## config.mk

```make
export PLATFORM = sky130hd
export DESIGN_NAME = i_type_issue
export DESIGN_NICKNAME = d
export VERILOG_FILES = /design/src/rtl/isa_pkg.sv /design/src/rtl/i_type_issue.sv
export SDC_FILE = /design/constraint.sdc
export NUM_CORES = 1
export LEC_CHECK = 0
export BUFFER_PORTS_ARGS = -buffer_cell sky130_fd_sc_hd__buf_2
export CORE_UTILIZATION = 42
export DETAILED_ROUTE_END_ITERATION = 10
export GPL_TIMING_DRIVEN = 0
export MAX_ROUTING_LAYER = met4
export PLACE_DENSITY = 0.81
export SYNTH_ARGS = -nofsm -noshare
export SYNTH_HDL_FRONTEND = slang
export SYNTH_SLANG_ARGS = --single-unit
```

## constraint.sdc

```tcl
create_clock -name clk -period 1.8 [get_ports clk]
set_clock_uncertainty 0.1 [all_clocks]
set_input_delay 0.18 -clock clk [delete_from_list [all_inputs] [get_ports clk]]
set_output_delay 0.18 -clock clk [all_outputs]
set_load 0.1 [all_outputs]
```

## src/rtl/isa_pkg.sv

```systemverilog
// Shared I-type ISA definitions: opcodes, field slices and the issue FSM state encoding.
// Imported by the issue sequencer and by anything that decodes I-type words.
package isa_pkg;

  localparam logic [5:0] OP_ADDI  = 6'd8;
  localparam logic [5:0] OP_ADDIU = 6'd9;
  localparam logic [5:0] OP_ANDI  = 6'd10;
  localparam logic [5:0] OP_ORI   = 6'd11;
  localparam logic [5:0] OP_SLTI  = 6'd12;

  localparam int OPC_HI = 31;
  localparam int OPC_LO = 26;
  localparam int RS_HI  = 25;
  localparam int RS_LO  = 21;
  localparam int RT_HI  = 20;
  localparam int RT_LO  = 16;
  localparam int IMM_HI = 15;
  localparam int IMM_LO = 0;

  typedef enum logic [1:0] {
    IDLE = 2'd0,
    RD   = 2'd1,
    EX   = 2'd2,
    WB   = 2'd3
  } state_e;

  function automatic logic is_legal_op(input logic [5:0] op);
    return (op >= OP_ADDI) && (op <= OP_SLTI);
  endfunction

endpackage

```

## src/rtl/i_type_issue.sv

```systemverilog
// I-type issue/writeback sequencer: accept, read rs, drive I_ALU, write rt; 4 cycles per instruction.
// Latency accept->rf_we is 3 edges; in_ready is low while an instruction is in flight (producer holds in_valid).
module i_type_issue
  import isa_pkg::*;
#(
  parameter int DATA_W = 32,
  parameter int RF_AW  = 5
) (
  input  logic              clk,
  input  logic              rst,
  input  logic              in_valid,
  output logic              in_ready,
  input  logic [31:0]       in_inst,
  output logic [RF_AW-1:0]  rf_raddr,
  input  logic [DATA_W-1:0] rf_rdata,
  output logic [31:0]       alu_inst,
  output logic [DATA_W-1:0] alu_op1,
  output logic [15:0]       alu_imm,
  input  logic [DATA_W-1:0] alu_result,
  output logic              rf_we,
  output logic [RF_AW-1:0]  rf_waddr,
  output logic [DATA_W-1:0] rf_wdata,
  output logic              busy,
  output logic              illegal
);

  state_e            state_q, state_d;
  logic [31:0]       inst_q;
  logic [DATA_W-1:0] op1_q;
  logic [DATA_W-1:0] res_q;
  logic              we_q;
  logic              illegal_q;

  logic              accept;
  logic              legal_in;
  logic [4:0]        rs_f;
  logic [4:0]        rt_f;

  assign accept   = in_valid && in_ready;
  assign legal_in = is_legal_op(in_inst[OPC_HI:OPC_LO]);
  assign rs_f     = inst_q[RS_HI:RS_LO];
  assign rt_f     = inst_q[RT_HI:RT_LO];

  // State register
  always_ff @(posedge clk) begin
    if (rst) begin
      state_q <= IDLE;
    end else begin
      state_q <= state_d;
    end
  end

  // Next-state logic
  always_comb begin
    state_d = state_q;
    case (state_q)
      IDLE: if (accept && legal_in) state_d = RD;
      RD:   state_d = EX;
      EX:   state_d = WB;
      WB:   state_d = IDLE;
      default: state_d = IDLE;
    endcase
  end

  // Output logic
  always_comb begin
    in_ready = (state_q == IDLE) && !rst;
    busy     = (state_q != IDLE);
    rf_raddr = RF_AW'(rs_f);
    alu_inst = inst_q;
    alu_imm  = inst_q[IMM_HI:IMM_LO];
    // In EX the ALU must see the freshly read operand, not the stale capture.
    alu_op1  = (state_q == EX) ? rf_rdata : op1_q;
    rf_waddr = RF_AW'(rt_f);
    rf_wdata = res_q;
    rf_we    = we_q && !rst;
    illegal  = illegal_q && !rst;
  end

  always_ff @(posedge clk) begin
    if (rst) begin
      inst_q    <= '0;
      op1_q     <= '0;
      res_q     <= '0;
      we_q      <= 1'b0;
      illegal_q <= 1'b0;
    end else begin
      illegal_q <= accept && !legal_in;
      // r0 is hardwired: the WB slot still happens but never writes it.
      we_q      <= (state_q == EX) && (rt_f != 5'd0);
      if (accept) begin
        inst_q <= in_inst;
      end
      if (state_q == EX) begin
        op1_q <= rf_rdata;
        res_q <= alu_result;
      end
    end
  end

  always_ff @(posedge clk) begin
    if (!rst) begin
      assert (!(rf_we && illegal)) else $error("rf_we and illegal asserted together");
    end
  end

endmodule
```

==> load_flow_metrics.sql <==
INSERT INTO impl_metrics (metric_group, metric, value, unit) VALUES
('outcome', 'outcome', 'complete, but fails checks', ''),
('outcome', 'violations', 'negative setup slack', ''),
('worst_setup_path', 'critPathBufInv', '4', ''),
('synthesis', 'synth-seq-cells', '100', ''),
('worst_setup_path', 'r2r_end', 'alu_inst[11]', ''),
('final_layout', 'final_design_area_excluding_fillers', '0.00665', 'mm²'),
('floorplan', 'i_o_pin_cnt', '225', ''),
('final_layout', 'final_layout_size_suffix_gt1_frac', '0.467', ''),
('final_layout', 'antennaDiodeCount', '0', ''),
('worst_setup_path', 'crit_path_top_delay_cell', 'sky130_fd_sc_hd__dfxtp_2', ''),
('placed_design', 'placement.io_buffers', '224', ''),
('pwr', 'p_total', '9.36', 'mW'),
('drt', 'drtAntennaViolNets', '0', ''),
('sta', 'setup-tns-final', '-4.44', 'ns'),
('grt', 'global_route_congestion_overflow_total', '0', ''),
('sta', 'timing.final.setup_violations', '32', ''),
('floorplan', 'floorplan.die.width', '99.7', 'µm'),
('grt', 'grt_start_max_net_pins', '19', ''),
('drt', 'drt-pass1-iter-count', '4', ''),
('drt', 'via_per_inst', '4.80', ''),
('sta', 'final_critical_path_share_of_the_clock_period', '1.10', ''),
('drt', 'via_count', '4049', ''),
('final_layout', 'fin_util', '0.719', ''),
('worst_setup_path', 'cp_data_arrival_time', '1.70', 'ns'),
('worst_setup_path', 'cp_max_fo', '5', ''),
('grt', 'groute.usage.overall', '0.256', ''),
('worst_setup_path', 'cp_top_family', 'buffers and inverters', ''),
('placed_design', 'globalplace.congestion', '0.765', ''),
('min_path', 'worstHoldEndpoint', 'op1_q[4]', ''),
('final_layout', 'layout.cells.most_common', 'sky130_fd_sc_hd__buf_2', ''),
('grt', 'grt_first_pass_wirelength', '19300', 'µm'),
('sta', 'maxSlewViolCount', '0', ''),
('grt', 'antenna_violations_before_repair', '0', ''),
('synthesis', 'syn-mean-instance-area', '10.1', 'µm²'),
('final_layout', 'synthToLayoutAreaGrowth', '65.7', '%'),
('pwr', 'power_density', '1410', 'mW/mm²'),
('placed_design', 'hpwlAfterDp', '7600', 'µm'),
('worst_setup_path', 'r2r.worst_path.cells', '8', ''),
('clock_tree', 'worst_skew_pair.late_latency', '0.35', 'ns'),
('final_layout', 'filler_cell_count', '631', ''),
('drt', 'routed_wirelength', '12700', 'µm'),
('worst_setup_path', 'timing.critical_path.to_type', 'output pin', ''),
('min_path', 'worst_hold_startpoint', 'rf_rdata[4]', ''),
('drt', 'detail_route.iter0.violations', '131', ''),
('sta', 'setup_repair_after_global_routing_missed_its_margin', 'yes', ''),
('worst_setup_path', 'cp.required', '1.52', 'ns'),
('floorplan', 'die_outline_area', '0.00994', 'mm²'),
('synthesis', 'synth.cell_area', '0.00401', 'mm²'),
('drt', 'wl_per_cell', '15.1', 'µm'),
('clock_tree', 'cts-buffers-inserted', '9', ''),
('sta', 'slew_at_the_pin_closest_to_its_max_slew_limit', '0.512', 'ns'),
('drt', 'drt_drc_violations_left', '0', ''),
('clock_tree', 'buffer_levels_on_the_longest_clock_path', '2', ''),
('sta', 'setup_ws', '-0.180', 'ns'),
('worst_setup_path', 'r2r_setup_slack', '0.11', 'ns'),
('floorplan', 'start_util', '0.434', ''),
('grt', 'first_global_vias', '4142', ''),
('synthesis', 'synth-warning-count', '0', ''),
('synthesis', 'mappedNetlistNets', '501', ''),
('final_layout', 'num-nets-final', '812', ''),
('synthesis', 'synth.yosys.seq_area_share', '0.499', ''),
('worst_setup_path', 'critPathMaxStageDelay', '0.35', 'ns'),
('floorplan', 'std_cell_rows', '35', ''),
('final_layout', 'most-common-layout-cells', '196 x sky130_fd_sc_hd__buf_2, 98 x sky130_fd_sc_hd__dfxtp_1, 64 x sky130_fd_sc_hd__dlygate4sd3_1', ''),
('pwr', 'power.ir.vdd_worst', '1230', 'µV'),
('floorplan', 'fp.dieH', '99.7', 'µm'),
('synthesis', 'yosysUniqueCellTypes', '25', ''),
('min_path', 'hold-path-cell-count', '3', ''),
('synthesis', 'synthesis.instances', '399', ''),
('clock_tree', 'clockRootBuffer', 'sky130_fd_sc_hd__clkbuf_8', ''),
('worst_setup_path', 'source_of_the_worst_register_to_register_timing_path', 'state_q[0]', '');
## worst register-to-register path, stage by stage, from the launching register on
cell and delay [ns]:
sky130_fd_sc_hd__dfxtp_2 0.35, sky130_fd_sc_hd__inv_2 0.05, sky130_fd_sc_hd__buf_4 0.13, sky130_fd_sc_hd__ha_2 0.18, sky130_fd_sc_hd__and3b_1 0.19, sky130_fd_sc_hd__buf_4 0.17, sky130_fd_sc_hd__clkbuf_4 0.20, sky130_fd_sc_hd__nand2_1 0.09
sky130_fd_sc_hd__o21ai_0 0.11
## cells in the mapped netlist (all sizes together)
library cell | n | area share
dfxtp | 100 | 0.50
buf | 43 | 0.080
nand2b | 35 | 0.055
nor2 | 35 | 0.033
mux2i | 34 | 0.085
nor2b | 34 | 0.053
o21ai | 33 | 0.041
mux2 | 32 | 0.093
nand2 | 32 | 0.030
clkbuf | 8 | 0.0075
inv | 4 | 0.0037
ha | 3 | 0.0094
a31oi | 1 | 0.0016
a41oi | 1 | 0.0022
and3b | 1 | 0.0022
nor3b | 1 | 0.0019
o21bai | 1 | 0.0019
or4 | 1 | 0.0019
## routing by layer
| layer | vias to the layer above | track usage | wire, µm |
|---|---|---|---|
| met5 | - | - | 0 |
| met4 | 0 | 0.0950 | 325 |
| met3 | 35 | 0.0520 | 794 |
| met2 | 219 | 0.489 | 6940 |
| met1 | 1906 | 0.253 | 4670 |
| li1 | 1889 | - | - |
## where the power goes
part | total, mW | internal, mW | leakage (nW) | switching, mW
clock | 1.36 | 0.528 | 0.0897 | 0.836
sequential | 2.65 | 2.47 | 0.814 | 0.171
combinational | 5.35 | 1.42 | 2.25 | 3.93
total | 9.36 | 4.43 | 3.15 | 4.93
## stage by stage
stage | instances | hold slack (ns)
final | 844 | 0.0959
after global routing | 844 | 0.0824
after CTS | 839 | 0.0713
after detailed placement | 752 | 0.279
after global placement | 752 | 0.276
after floorplan | 399 | 0.177
## layout make-up
type | count | area [µm²] | area share
Buffer | 51 | 382 | 0.0574
Clock buffer | 9 | 124 | 0.0186
Clock inverter | 7 | 60.1 | 0.00904
Inverter | 4 | 15.0 | 0.00226
Multi-Input combinational cell | 244 | 1700 | 0.255
Sequential cell | 100 | 2000 | 0.302
Tap cell | 129 | 161 | 0.0243
Timing Repair Buffer | 300 | 2200 | 0.331
## flip-flops by register name, indices dropped and copies added (netlist names)
signal     flops
alu_inst      32
op1_q         32
rf_wdata      32
state_q        2
illegal_q      1
we_q           1
## worst max-delay path by stage
stage                              to        from  slack (ns)  cells after the start
after floorplan               illegal         rst       -0.32                      3
after global placement    alu_op1[12]  state_q[0]       -0.09                      6
after detailed placement  alu_op1[12]  state_q[0]       -0.12                      6
after CTS                 alu_op1[12]  state_q[0]       -0.21                      6
after global routing      alu_op1[12]  state_q[0]       -0.25                      6
final                     alu_op1[10]  state_q[0]       -0.18                      6
## repair_timing
item / 4_1_cts / 5_1_grt
hold buffers: 64 / 0
cloned: 1 / 0
setup buffers: 6 / 6
pin swaps: 1 / 0
hold endpoints to repair: 65 / 0
gates resized for setup: 107 / 15
endpoints found under the setup margin: 34 / 37
## cells by family after synthesis
| logic type | synth area share |
|---|---|
| flops | 0.499 |
| fa+ha+maj | 0.00936 |
| buf+inv | 0.0908 |
| compound gates | 0.0468 |
| mux | 0.178 |
| simple gates | 0.176 |
(Power assumes the default switching activity.)
